===== src/rtl/div_defs.sv =====
// Shared constants and FSM encoding for the sequential radix-2 divider.
package div_defs;

  localparam int DATA_W = 32;
  localparam int CNT_W  = $clog2(DATA_W);

  typedef enum logic [1:0] {
    DIV_FREE    = 2'd0,
    DIV_BY_ZERO = 2'd1,
    DIV_ON      = 2'd2,
    DIV_END     = 2'd3
  } div_state_e;

endpackage


===== src/rtl/div_sign_fix.sv =====
// Conditional two's-complement negate: absolute value on the way in,
// quotient/remainder sign restoration on the way out.
module div_sign_fix #(
  parameter int W = 32
) (
  input  logic [W-1:0] val,
  input  logic         neg,
  output logic [W-1:0] res
);

  assign res = neg ? (~val + W'(1)) : val;

endmodule


===== src/rtl/div_seq_responder.sv =====
// Multi-cycle restoring divider answering the EX-stage divide handshake.
// Optional build macro: DIV_EARLY_OUT_EN (skip iterations when |a| < |b|).
module div_seq_responder
  import div_defs::*;
#(
  parameter int DATA_W = div_defs::DATA_W
) (
  input  logic              clk,
  input  logic              rst,
  input  logic [DATA_W-1:0] a,
  input  logic [DATA_W-1:0] b,
  input  logic              start,
  input  logic              signed_div,
  input  logic              annul,
  output logic [DATA_W-1:0] quotient,
  output logic [DATA_W-1:0] remainder,
  output logic              done,
  output logic              busy
);

  localparam int CW = $clog2(DATA_W);

  div_state_e        state_q, state_d;
  logic [CW-1:0]     cnt_q, cnt_d;
  logic [DATA_W:0]   rem_q, rem_d;
  logic [DATA_W-1:0] dvd_q, dvd_d, dvs_q, dvs_d;
  logic              sgn_q, sgn_d, a_neg_q, a_neg_d, sdiff_q, sdiff_d;
  logic [DATA_W-1:0] quo_q, quo_d, rmd_q, rmd_d;
  logic              done_q, done_d;

  logic [DATA_W-1:0] abs_a, abs_b, raw_q, raw_r, fix_q, fix_r;
  logic              fix_en, cur_sgn, cur_a_neg, cur_sdiff, load_res;

  // Live operand flags are used only while accepting; afterwards the latched copies.
  assign cur_sgn   = (state_q == DIV_FREE) ? signed_div : sgn_q;
  assign cur_a_neg = (state_q == DIV_FREE) ? a[DATA_W-1] : a_neg_q;
  assign cur_sdiff = (state_q == DIV_FREE) ? (a[DATA_W-1] ^ b[DATA_W-1]) : sdiff_q;

  div_sign_fix #(.W(DATA_W)) u_abs_a (.val(a), .neg(signed_div & a[DATA_W-1]), .res(abs_a));
  div_sign_fix #(.W(DATA_W)) u_abs_b (.val(b), .neg(signed_div & b[DATA_W-1]), .res(abs_b));
  div_sign_fix #(.W(DATA_W)) u_fix_q (.val(raw_q), .neg(fix_en & cur_sgn & cur_sdiff), .res(fix_q));
  div_sign_fix #(.W(DATA_W)) u_fix_r (.val(raw_r), .neg(fix_en & cur_sgn & cur_a_neg), .res(fix_r));

  // One restoring step: the extra top bit makes the compare a plain sign test.
  logic [DATA_W+1:0] shifted, diff;
  logic              step_ge;
  logic [DATA_W:0]   step_rem;
  logic [DATA_W-1:0] step_quo;

  always_comb begin
    shifted  = {rem_q, dvd_q[DATA_W-1]};
    diff     = shifted - {2'b00, dvs_q};
    step_ge  = ~diff[DATA_W+1];
    step_rem = step_ge ? diff[DATA_W:0] : shifted[DATA_W:0];
    step_quo = {dvd_q[DATA_W-2:0], step_ge};
  end

  always_comb begin
    state_d  = state_q;
    cnt_d    = cnt_q;
    rem_d    = rem_q;
    dvd_d    = dvd_q;
    dvs_d    = dvs_q;
    sgn_d    = sgn_q;
    a_neg_d  = a_neg_q;
    sdiff_d  = sdiff_q;
    quo_d    = quo_q;
    rmd_d    = rmd_q;
    done_d   = 1'b0;
    load_res = 1'b0;
    raw_q    = '0;
    raw_r    = '0;
    fix_en   = 1'b0;
    case (state_q)
      DIV_FREE: begin
        if (start && !annul) begin
          rem_d   = '0;
          dvd_d   = abs_a;
          dvs_d   = abs_b;
          sgn_d   = signed_div;
          a_neg_d = a[DATA_W-1];
          sdiff_d = a[DATA_W-1] ^ b[DATA_W-1];
          cnt_d   = '0;
          if (b == '0) begin
            state_d = DIV_BY_ZERO;
          end
`ifdef DIV_EARLY_OUT_EN
          else if (abs_a < abs_b) begin
            state_d  = DIV_END;
            load_res = 1'b1;
            raw_r    = abs_a;
            fix_en   = 1'b1;
          end
`endif
          else begin
            state_d = DIV_ON;
          end
        end
      end
      DIV_ON: begin
        if (annul) begin
          state_d = DIV_FREE;
        end else begin
          rem_d = step_rem;
          dvd_d = step_quo;
          cnt_d = cnt_q + CW'(1);
          if (cnt_q == CW'(DATA_W - 1)) begin
            state_d  = DIV_END;
            load_res = 1'b1;
            raw_q    = step_quo;
            raw_r    = step_rem[DATA_W-1:0];
            fix_en   = 1'b1;
          end
        end
      end
      DIV_BY_ZERO: begin
        if (annul) begin
          state_d = DIV_FREE;
        end else begin
          state_d  = DIV_END;
          load_res = 1'b1;
        end
      end
      DIV_END: state_d = DIV_FREE;
      default: state_d = DIV_FREE;
    endcase
    if (load_res) begin
      quo_d  = fix_q;
      rmd_d  = fix_r;
      done_d = 1'b1;
    end
  end

  always_ff @(posedge clk) begin
    if (rst) begin
      state_q <= DIV_FREE;
      cnt_q   <= '0;
      rem_q   <= '0;
      dvd_q   <= '0;
      dvs_q   <= '0;
      sgn_q   <= 1'b0;
      a_neg_q <= 1'b0;
      sdiff_q <= 1'b0;
      quo_q   <= '0;
      rmd_q   <= '0;
      done_q  <= 1'b0;
    end else begin
      state_q <= state_d;
      cnt_q   <= cnt_d;
      rem_q   <= rem_d;
      dvd_q   <= dvd_d;
      dvs_q   <= dvs_d;
      sgn_q   <= sgn_d;
      a_neg_q <= a_neg_d;
      sdiff_q <= sdiff_d;
      quo_q   <= quo_d;
      rmd_q   <= rmd_d;
      done_q  <= done_d;
    end
  end

  assign quotient  = quo_q;
  assign remainder = rmd_q;
  assign done      = done_q;
  assign busy      = (state_q != DIV_FREE);

endmodule


===== config.mk =====
export PLATFORM = sky130hd
export DESIGN_NAME = div_seq_responder
export DESIGN_NICKNAME = d
export VERILOG_FILES = /design/src/rtl/div_defs.sv /design/src/rtl/div_sign_fix.sv /design/src/rtl/div_seq_responder.sv
export SDC_FILE = /design/constraint.sdc
export NUM_CORES = 1
export LEC_CHECK = 0
export BUFFER_PORTS_ARGS = -buffer_cell sky130_fd_sc_hd__buf_2
export CAP_MARGIN = 20
export CORE_AREA = 2 2 187 189
export CTS_BUF_LIST = sky130_fd_sc_hd__clkbuf_16
export CTS_CLUSTER_SIZE = 12
export DETAILED_ROUTE_END_ITERATION = 10
export DIE_AREA = 0 0 189 191
export PLACE_DENSITY = 0.51
export SETUP_SLACK_MARGIN = 0.3
export SYNTH_ARGS = -nofsm -noshare
export SYNTH_HDL_FRONTEND = slang
export SYNTH_SLANG_ARGS = --single-unit

===== constraint.sdc =====
create_clock -name clk -period 4.9 [get_ports clk]
set_clock_uncertainty 0.15 [all_clocks]
set_input_delay 0.245 -clock clk [delete_from_list [all_inputs] [get_ports clk]]
set_output_delay 0.245 -clock clk [all_outputs]
set_load 0.02 [all_outputs]

Word-level counts from Yosys, hierarchy flattened
Index checks and enable logic that the tools add are counted.
- $add $sub $neg: 6
- equality and inequality tests: 7
- multiplexer cells: 35
- bitwise logic cells: 11
- reductions and logical operators: 9
- operators with widths (operator ; count):
    two-way mux 32 bit ; 12
    adder 32 x 1 -> 32 bit (second input constant) ; 4
    inverter 32 bit ; 4
    two-way mux 33 bit ; 3
    one-hot mux 33 bit (2 select lines) ; 1
    one-hot mux 32 bit (2 select lines) ; 1
    subtractor 34 x 32 -> 34 bit ; 1
    zero test 32 bit ; 1
    two-way mux 2 bit ; 5
    two-way mux 5 bit ; 2
    one-hot mux 5 bit (2 select lines) ; 1
    two-way mux 1 bit ; 8
    one-hot mux 2 bit (4 select lines) ; 1
    adder 5 x 1 -> 5 bit (second input constant) ; 1
    AND 1 bit ; 5
    == test 5 bit (second input constant) ; 1
    == test 2 bit (second input constant) ; 2
    AND reduction 2 bit ; 2
    nonzero test 2 bit ; 2
    != test 3 bit (second input constant) ; 1
    AND reduction 3 bit ; 1
    == test 2 x 1 -> 1 bit (second input constant) ; 1
    zero test 2 bit ; 1
    != test 2 x 1 -> 1 bit (second input constant) ; 1
    6 further kinds ; 6
- bits in registers: 172
- bits of input ports: 69

Depth between registers and ports, before layout
Gate-level depths: netlist (run 1).
- word-level depth: 8
- mapped depth: 23

By module
Synthesis (run 1) repeated with hierarchy kept, for this count alone.
- cell total of the unflattened synthesis: 1548
- area, all modules: 11930.2 µm²
- modules (own cells, without submodules) (module ; times used ; cells each ; area an instance (µm²) ; seq. area each (µm²)):
    div_seq_responder ; 1 ; 1152 ; 8822.2 ; 3443.3
    div_sign_fix ; 4 ; 99 ; 777.0 ; 0.0

Worst setup path before layout (run 1)
OpenSTA, ideal clock, no wires.
- path kind: flip-flop to flip-flop
- start point: register rem_q[11]
- end point: register rmd_q[28], in the netlist remainder[28]
- setup time: 114 ps
- arrival time: 4389 ps
- slack: 247 ps
- cell stages (with the launch flop): 22
- path buffers: 5
- period minus slack after synthesis: 4653 ps
- cells stage by stage: dfxtp_1 -> ha_1 -> buf_6 -> a21o_1 -> a21oi_2 -> nand3b_1 -> or3_1 -> buf_6 -> a311o_2 -> nand2_2 -> buf_2 -> clkbuf_1 -> o21ai_0 -> nand2_1 -> ha_1 -> or3b_1 -> and3b_1 -> buf_2 -> a41o_1 -> nand3_1 -> xnor2_1 -> a21o_1
- longest elaborated chain between the ends: 8
- ends and longest elaborated chain (item ; line ; text):
    start: declaration ; div_seq_responder.sv:25 ; logic [DATA_W:0] rem_q, rem_d;
    start signal: assignment ; div_seq_responder.sv:150 ; rem_q <= rem_d;
    subtractor 34 x 32 -> 34 bit ; div_seq_responder.sv:52 ; diff = shifted - {2'b00, dvs_q};
    two-way mux 33 bit (*) ; div_seq_responder.sv:54 ; step_rem = step_ge ? diff[DATA_W:0] : shifted[DATA_W:0];
    two-way mux 32 bit (*) ; div_seq_responder.sv:107 ; if (cnt_q == CW'(DATA_W - 1)) begin
    two-way mux 32 bit (*) ; div_seq_responder.sv:101 ; if (annul) begin
    two-way mux 32 bit (*) ; div_seq_responder.sv:74 ; case (state_q)
    inverter 32 bit ; div_sign_fix.sv:11 ; assign res = neg ? (~val + W'(1)) : val;
    adder 32 x 1 -> 32 bit ; div_sign_fix.sv:11 ;
    two-way mux 32 bit (*) ; div_sign_fix.sv:11 ;
    end signal: assignment ; div_seq_responder.sv:157 ; rmd_q <= rmd_d;
    end: declaration ; div_seq_responder.sv:28 ; logic [DATA_W-1:0] quo_q, quo_d, rmd_q, rmd_d;
Every way passes the cells marked *; elsewhere a longest branch is shown, timed or not.
A chain may end at the register's enable or synchronous reset.

Worst setup path in the final report (run 1)
- start point: register dvd_q[31]
- end point: register rmd_q[31], in the netlist remainder[31]
- longest elaborated chain between the ends: 8
- ends and longest elaborated chain (item ; line ; text):
    start: declaration ; div_seq_responder.sv:26 ; logic [DATA_W-1:0] dvd_q, dvd_d, dvs_q, dvs_d;
    start signal: assignment ; div_seq_responder.sv:151 ; dvd_q <= dvd_d;
    subtractor 34 x 32 -> 34 bit ; div_seq_responder.sv:52 ;
    two-way mux 33 bit (*) ; div_seq_responder.sv:54 ;
    two-way mux 32 bit (*) ; div_seq_responder.sv:107 ;
    two-way mux 32 bit (*) ; div_seq_responder.sv:101 ;
    two-way mux 32 bit (*) ; div_seq_responder.sv:74 ;
    inverter 32 bit ; div_sign_fix.sv:11 ;
    adder 32 x 1 -> 32 bit ; div_sign_fix.sv:11 ;
    two-way mux 32 bit (*) ; div_sign_fix.sv:11 ;
Marked as above.

==> flow_summary.yaml, run 1 <==
yosys:
  yosysWarnings: 0
  async_reset_ff_share_pct: 0
  syn_nets: 1705
  synth_area_um2: 11830
  ys_seq_area_share_pct: 29.12
  ys_types: 86
  synth_edf_count: 0
  synth_ff_type: "dfxtp_1"
  synth_seq_cells: 172
  synth_area_per_cell_um2: 7.419
  synthCells: 1594
power_and_ir_drop:
  vdd_drop_max_mv: 0.2484
  total_power_w: 0.005620
  powerDensity_nw_per_um2: 401.6
  p_leak_nw: 5.420
global_routing:
  grt_pass1_vias: 10870
  globalRouteOverflowTotal: 0
  grt_max_degree: 72
  grt_pass1_wl_um: 62830
  grt_util_met1_pct: 34.10
  grt_antenna_before_repair: 0
  met3_usage_pct: 3.213
  met2_usage_pct: 31.39
  grtUsageTotal_pct: 22.10
  top_usage_layer: "met1"
clock_tree:
  cts_tree: "built"
  htree_levels: 4
  path_clk_slew_ns: 0.07
  clock_sinks: 172
  clk_latency_ns: 0.45
  clockRootBuffer: "clkbuf_16"
  cts_made_buffers: 17
  clockBufferDepth: 2
placement:
  place_congestion: 0.8675
  place_hpwl_um: 30620
  io_buffers: 134
setup_path:
  cp_top_family: "compound AO/OA/AOI/OAI gates"
  crit_type: "reg2reg"
  startpoint_type: "register"
  r2r_cells: 16
  slowest_delay_ns: 0.46
  crit_path_end_kind: "register"
  path_depth: 16
  cp_slowest_cell: "o31ai_1"
  critical_path_required_ns: 5.04
  cp_data_arrival_time_ns: 4.57
  critPathMaxFanout: 5
  crit_path_cell_trace: "inv_1, ha_1, inv_1, fa_1, a21o_1, a221o_2, a22o_4, nor4_4, o31ai_2, a21boi_0, xnor2_1, o31ai_1, inv_1, o41ai_2, xor2_1, a211oi_1"
  cp_common_cell: "inv_1"
  cp_num_buf_inv: 3
final_layout:
  mostFrequentLayoutCell: "nor2_1"
  final_core_util_pct: 41.02
  final_nets: 1820
  final_cell_mix: "nor2_1, nand2_1, dfxtp_1, buf_2, a21oi_1"
  num_antenna_cells: 0
  area_growth_pct: 18.32
  drive_gt1_share_pct: 16.03
timing:
  fin_hold_ws_ns: 0.01072
  fin_crit_ns: 4.422
  fmax_ghz: 0.2261
  worst_pin_slew_ns: 0.9783
  setup_violations: 0
  slew_headroom_pct: 34.63
  finalSetupTns_ns: 0
  hold_violations: 0
  rsz0062_at_grt: "yes"
  finalCritPeriodShare_pct: 90.24
  report.final.slew_viol_count: 0
floorplan:
  rows: 68
  initial_core_util_pct: 34.66
  die-area_um2: 36100
  die_h_um: 191
  io_pins: 135
  coreArea_um2: 34120
  die_w_um: 189
worst_hold_path:
  hp-class: "in2reg"
  hold_depth: 3
route:
  drtPass1Iterations: 5
  avgViaCountPerCell: 5.417
  vias: 11790
  wl_per_cell_um: 18.42
  drt_iter0_markers: 878
  wl_um: 40110
  ant_nets: 0
  drc: 0
flow_run:
  maxCapViolCount: 0
run_status:
  status: "completed"
[repair_timing]
action / 4_1_cts / 5_1_grt
buffers inserted: 1 / 3
endpoints found under the hold margin: 14 / 0
hold buffers: 14 / 0
gates resized for setup: 3 / 32
pin swaps: 1 / 9
setup endpoints to repair: 12 / 24
[registers in the layout, indices dropped and copies added (netlist names)]
register	flops
quotient	32
done	1
remainder	32
a_neg_q	1
sdiff_q	1
sgn_q	1
cnt_q	5
dvd_q	32
state_q	2
dvs_q	32
rem_q	33
[cell families after synthesis]
group	share of synthesized area, %
adders and majority gates	4.507
xor gates and xnor gates	9.776
muxes	2.539
AOI/OAI and AO/OA	26.21
buffers and inverters	5.142
DFF	29.12
and+or+nand+nor	22.71
[through the flow]
stage | instance area, um2 | std cells | worst slack (ns)
after CTS | 13810 | 2174 | 0.3069
final | 13990 | 2177 | 0.4780
after global placement | 13050 | 2127 | 0.2812
after detailed placement | 13050 | 2127 | 0.1853
after global routing | 13990 | 2177 | 0.2735
after floorplan | 11830 | 1594 | 0.3052
[path summary, 6_finish.rpt]
path | to | start | slack, ns
setup / recovery | remainder[31] | dvd_q[31] | 0.48
hold / removal | dvs_q[4] | b[4] | 0.01
setup reg to reg | remainder[31] | dvd_q[31] | 0.48
hold reg to reg | quotient[27] | quotient[27] | 0.30
[cells in the mapped netlist, drive strengths merged, types with 4 or more instances]
| cell type | count | area (um2) |
|---|---|---|
| xnor2 | 73 | 639.4 |
| nand2b | 16 | 100.1 |
| nand3 | 21 | 105.1 |
| o211ai | 7 | 52.55 |
| o21a | 5 | 37.54 |
| buf | 19 | 105.1 |
| and2 | 13 | 81.33 |
| clkbuf | 80 | 300.3 |
| o21ai | 98 | 490.5 |
| or3 | 15 | 93.84 |
| a2111oi | 5 | 65.07 |
| o21bai | 4 | 30.03 |
| a22oi | 47 | 357.8 |
| a21oi | 135 | 686.9 |
| dfxtp | 172 | 3443 |
| nor2 | 211 | 799.5 |
| a31oi | 14 | 87.58 |
| o41ai | 11 | 111.4 |
| nand4 | 8 | 50.05 |
| nand3b | 4 | 33.78 |
| nor2b | 6 | 37.54 |
| mux2 | 5 | 60.05 |
| nor3 | 36 | 180.2 |
| nand2 | 207 | 779.5 |
| or4 | 8 | 60.06 |
| a211oi | 54 | 410.4 |
| o31ai | 21 | 157.7 |
| a211o | 5 | 43.79 |
| and3 | 21 | 131.4 |
| o311ai | 5 | 43.79 |
| a311oi | 9 | 96.35 |
| mux2i | 24 | 240.2 |
| inv | 53 | 198.9 |
| ha | 41 | 513.0 |
| xor2 | 59 | 516.8 |
| and4 | 4 | 35.03 |
| a221oi | 5 | 50.04 |
| a21o | 16 | 120.1 |
| nor4 | 16 | 106.4 |
[report_power, final]
part	total, W	leakage [nW]	switching, W	internal [W]
clock	0.00141	0.289	0.000677	0.000730
sequential	0.00172	1.40	0.000172	0.00155
combinational	0.00250	3.74	0.00160	0.000898
total	0.00562	5.42	0.00245	0.00317
[tightest hold or removal path, delay by kind of cell]
kind	cells	cell delay, ns
XOR/XNOR	1	0.14
buffers and inverters	1	0.10
AO/OA/AOI/OAI	1	0.07
[final cells by class]
type	count	area (um2)
well taps	455	569.3
repair buffers	195	1191
clock buffers	17	425.4
clock inverters	15	173.9
inverters	54	202.7
flip-flops and latches	172	3447
multi-input cells	1269	7984
fillers	3590	20120
[layer usage]
layer	part of all wire [%]	wire, um	vias up
met4	1.9	778	0
met3	5.2	2088	42
li1	-	-	5922
met1	52	20740	5498
met2	41	16500	330
met5	0	0	-
(Power assumes the default switching activity.)
==> run 2: changes to the inputs <==
--- a/config.mk
+++ b/config.mk
@@ -13,6 +13,7 @@
 export DETAILED_ROUTE_END_ITERATION = 10
 export DIE_AREA = 0 0 189 191
 export PLACE_DENSITY = 0.51
+export RECOVER_POWER = 25
 export SETUP_SLACK_MARGIN = 0.3
 export SYNTH_ARGS = -nofsm -noshare
 export SYNTH_HDL_FRONTEND = slang
==> run 2 against run 1 <==
Effect of this change: final cell count unchanged; combinational power hardly changed; first-iteration DRC count shrank 1.1%; clock-buffer cell count unchanged; clock power barely moved; flip-flop and latch count stayed put; cell area fell by 0.53%; highest routed layer unchanged.
==> flow_summary.yaml, run 2 (synthesized netlist as in run 1, its figures left out) <==
run_status:
  status: "completed"
floorplan:
  die_h_um: 191
  die-area_um2: 36100
  rows: 68
  io_pins: 135
  initial_core_util_pct: 34.66
  coreArea_um2: 34120
  die_w_um: 189
timing:
  slew_headroom_pct: 34.53
  finalSetupTns_ns: 0
  fmax_ghz: 0.2256
  report.final.slew_viol_count: 0
  fin_hold_ws_ns: 0.01106
  setup_violations: 0
  fin_crit_ns: 4.432
  rsz0062_at_grt: "yes"
  worst_pin_slew_ns: 0.9798
  finalCritPeriodShare_pct: 90.44
  hold_violations: 0
setup_path:
  crit_path_cell_trace: "inv_1, ha_1, inv_1, fa_1, a21o_1, a221o_2, a22o_4, nor4_4, o31ai_2, a21boi_0, xnor2_1, o31ai_1, inv_1, o41ai_2, xor2_1, a211oi_1"
  crit_type: "reg2reg"
  critPathMaxFanout: 5
  cp_data_arrival_time_ns: 4.57
  slowest_delay_ns: 0.45
  crit_path_end_kind: "register"
  cp_slowest_cell: "o31ai_1"
  critical_path_required_ns: 5.04
  startpoint_type: "register"
  cp_common_cell: "inv_1"
global_routing:
  grt_max_degree: 72
  grtUsageTotal_pct: 22.10
  grt_pass1_vias: 10870
  grt_pass1_wl_um: 62830
  globalRouteOverflowTotal: 0
  grt_antenna_before_repair: 0
final_layout:
  drive_gt1_share_pct: 12.60
  largest_reg_flops: 33
  fillers: 3621
  num_antenna_cells: 0
  regMostFlops: "rem_q"
  final_core_util_pct: 40.80
  final_cell_mix: "nor2_1, nand2_1, dfxtp_1, a21oi_1, o21ai_0"
  final_cells: 2177
  mostFrequentLayoutCell: "nor2_1"
  area_growth_pct: 17.70
  fin_area_um2: 13920
  final_nets: 1820
placement:
  placedCellCount: 2127
  dpl_cell_area_um2: 13050
  place_congestion: 0.8675
  place_hpwl_um: 30620
  io_buffers: 134
clock_tree:
  cts_made_buffers: 17
  htree_levels: 4
  clk_latency_ns: 0.45
  cts_tree: "built"
  clockRootBuffer: "clkbuf_16"
  clockBufferDepth: 2
  path_clk_slew_ns: 0.07
  clock_sinks: 172
route:
  avgViaCountPerCell: 5.426
  drtPass1Iterations: 5
  ant_nets: 0
  wl_per_cell_um: 18.45
  wl_um: 40170
  drt_iter0_markers: 868
  drc: 0
  vias: 11810
power_and_ir_drop:
  powerDensity_nw_per_um2: 403.3
  p_leak_nw: 5.160
  vdd_drop_max_mv: 0.2474
worst_hold_path:
  hp-class: "in2reg"
flow_run:
  maxCapViolCount: 0
run 2: changes by cell type in the layout (fill, tap and decap cells not counted), sizes merged:
cell	previous run	this run
clkbuf	17	76
buf	181	122
run 2: metal layers:
layer  part of all wire, %  up-vias  track usage [%]
met4                   2.0        0            5.980
met2                    41      312            31.39
li1                      -     5935                -
met3                   5.1       43            3.213
met1                    52     5522            34.10
met5                     0        -                0
run 2: timing repair:
| item | in CTS | in global routing |
|---|---|---|
| pin swaps | 1 | 9 |
| endpoints found under the setup margin | 12 | 24 |
| resized for setup | 3 | 32 |
| setup buffers | 1 | 3 |
| gates cloned | 0 | 0 |
| hold endpoints to repair | 14 | 0 |
| hold buffers | 14 | 0 |
run 2: power breakdown:
part | internal, W | switching (W)
logic | 0.000893 | 0.00160
clock network | 0.000730 | 0.000673
registers | 0.00155 | 0.000173
total | 0.00317 | 0.00245
run 2: worst max-delay path, delay by kind of cell, from the launching register on:
family | cells | cell delay (ns)
and+or+nand+nor | 1 | 0.37
xor gates and xnor gates | 2 | 0.34
AOI/OAI and AO/OA | 8 | 2.21
DFF | 1 | 0.33
adders and majority gates | 2 | 0.58
buffers and inverters | 3 | 0.31
run 2: area by class of cell:
cell class	count	area [um2]	area share, %
timing repair buffer	195	1117	8.027
clock inverter	15	173.9	1.249
tap	455	569.3	4.090
multi-input combinational	1269	7984	57.36
clock buffer	17	425.4	3.056
inverter	54	202.7	1.456
sequential	172	3447	24.76
run 2: worst paths after layout:
path	from	cells after the start	to	slack (ns)
setup / recovery	dvd_q[31]	16	remainder[31]	0.47
hold / removal	b[4]	3	dvs_q[4]	0.01
setup reg to reg	dvd_q[31]	16	remainder[31]	0.47
hold reg to reg	quotient[27]	2	quotient[27]	0.30
run 2: stage by stage:
| step | setup slack, ns | total power, W |
|---|---|---|
| after floorplan | 0.3052 | 0.003386 |
| final | 0.4683 | 0.005613 |
| after global routing | 0.2735 | 0.005961 |
| after CTS | 0.3069 | 0.005549 |
| after global placement | 0.2812 | 0.004118 |
| after detailed placement | 0.1853 | 0.004128 |
==> run 3: changes to the inputs <==
--- a/config.mk
+++ b/config.mk
@@ -13,8 +13,9 @@
 export DETAILED_ROUTE_END_ITERATION = 10
 export DIE_AREA = 0 0 189 191
 export PLACE_DENSITY = 0.51
-export RECOVER_POWER = 25
+export RECOVER_POWER = 50
 export SETUP_SLACK_MARGIN = 0.3
+export SLEW_MARGIN = 5
 export SYNTH_ARGS = -nofsm -noshare
 export SYNTH_HDL_FRONTEND = slang
 export SYNTH_SLANG_ARGS = --single-unit
==> run 3 against run 2 <==
Effect of this change: first-iteration DRC count is 2.4% lower; worst setup slack worse by 0.0014 ns; fmax hardly changed; die area stayed put; largest cell class unchanged.
==> flow_summary.yaml, run 3 (synthesized netlist as in run 1, its figures left out) <==
run_status:
  status: "completed"
final_layout:
  drive_gt1_share_pct: 11.85
  area_growth_pct: 17.35
  largest_reg_flops: 33
  multi_input_area_um2: 7971
  seq_area_um2: 3447
  mostFrequentLayoutCell: "nor2_1"
  final_cell_mix: "nor2_1, nand2_1, dfxtp_1, a21oi_1, o21ai_0"
  final_nets: 1820
  num_antenna_cells: 0
  fillers: 3628
  regMostFlops: "rem_q"
  final_cells: 2177
route:
  avgViaCountPerCell: 5.433
  wl_um: 40200
  drtPass1Iterations: 5
  drc: 0
  wl_per_cell_um: 18.47
  ant_nets: 0
  vias: 11830
  drt_iter0_markers: 847
worst_hold_path:
  hp-class: "in2reg"
  hold_depth: 3
  min_from: "b[4]"
flow_run:
  maxCapViolCount: 0
global_routing:
  grt_antenna_before_repair: 0
  grtUsageTotal_pct: 22.10
  globalRouteOverflowTotal: 0
  grt_pass1_vias: 10870
  grt_max_degree: 72
  grt_pass1_wl_um: 62830
clock_tree:
  clockRootBuffer: "clkbuf_16"
  htree_levels: 4
  clock_sinks: 172
  clk_latency_ns: 0.45
  cts_made_buffers: 17
  clockBufferDepth: 2
  path_clk_slew_ns: 0.07
  cts_tree: "built"
floorplan:
  io_pins: 135
  die_w_um: 189
  die-area_um2: 36100
  coreArea_um2: 34120
  die_h_um: 191
  rows: 68
  initial_core_util_pct: 34.66
timing:
  rsz0062_at_grt: "yes"
  report.final.slew_viol_count: 0
  setup_violations: 0
  finalSetupTns_ns: 0
  finalCritPeriodShare_pct: 90.47
  worst_pin_slew_ns: 1.470
  slew_headroom_pct: 1.977
  fin_crit_ns: 4.433
  fmax_ghz: 0.2256
  hold_violations: 0
setup_path:
  cp-startpoint: "rem_q[0]"
  cp_data_arrival_time_ns: 4.62
  path_depth: 17
  r2r-start: "rem_q[0]"
  cp_num_buf_inv: 0
  cp_common_cell: "ha_1"
  cp_top_family: "simple AND/OR/NAND/NOR gates"
  crit_path_cell_trace: "ha_1, nor2b_1, o2111ai_2, a21oi_2, or3_4, a311o_2, nand2_4, nor2_1, a21oi_1, nand2b_1, ha_1, or3b_1, and3b_2, a41o_4, nand3_1, xnor2_1, a21o_1"
  crit_path_end_kind: "register"
  startpoint_type: "register"
  slowest_delay_ns: 0.46
  critical_path_required_ns: 5.09
  critPathMaxFanout: 7
  cp_slowest_cell: "or3_4"
  r2r_cells: 17
  crit_type: "reg2reg"
power_and_ir_drop:
  vdd_drop_max_mv: 0.2479
  powerDensity_nw_per_um2: 402.6
  p_leak_nw: 5.110
placement:
  place_hpwl_um: 30620
  place_congestion: 0.8675
  io_buffers: 134
  placedCellCount: 2127
==> run 3: cell count changes in the layout (fill, tap and decap cells not counted), sizes merged <==
cell	before	now
buf	122	112
clkbuf	76	86
==> run 3: area by class of cell <==
| type | instances | share of cell area (%) |
|---|---|---|
| repair buffers | 195 | 7.843 |
| clock inverters | 15 | 1.253 |
| flip-flops and latches | 172 | 24.84 |
| multi-input cells | 1269 | 57.44 |
| well taps | 455 | 4.102 |
| clock buffers | 17 | 3.065 |
| inverters | 54 | 1.461 |
==> run 3: tightest hold or removal path, cell delays in order <==
cell and delay, ns:
buf_2 0.10, xnor2_1 0.14, a211oi_1 0.07
==> run 3: routing by layer <==
metal	up-vias	track usage [%]	part of all wire [%]
li1	5927	-	-
met5	-	0	0
met4	0	5.980	2.1
met2	324	31.39	41
met3	46	3.213	5.4
met1	5531	34.10	51
==> run 3: path summary, 6_finish.rpt <==
check / end / slack [ns]
setup / recovery: remainder[28] / 0.47
hold / removal: dvs_q[4] / 0.009
setup reg to reg: remainder[28] / 0.47
hold reg to reg: quotient[27] / 0.30
==> run 3: stage by stage <==
step	power (W)	area (um2)	hold slack [ns]	setup slack [ns]	utilization, %
floorplan	0.003386	11830	0.2310	0.3052	-
global placement	0.004118	13050	0.2892	0.2812	38.25
detailed placement	0.004128	13050	0.2924	0.1853	38.25
CTS	0.005549	13810	0.007640	0.3069	40.48
global route	0.005938	13880	0.02088	0.2292	40.68
finish	0.005587	13880	0.009410	0.4669	40.68
==> run 3: report_power, final <==
part	leakage, nW	internal [W]	switching, W
combinational	3.43	0.000875	0.00159
clock	0.289	0.000730	0.000674
sequential	1.40	0.00155	0.000172
==> run 3: timing repair <==
item | CTS | global route
cloned | 0 | 0
hold buffers | 14 | 0
pin swaps | 1 | 9
endpoints found under the setup margin | 12 | 24
resized for setup | 3 | 32
buffers inserted | 1 | 3
hold endpoints to repair | 14 | 0
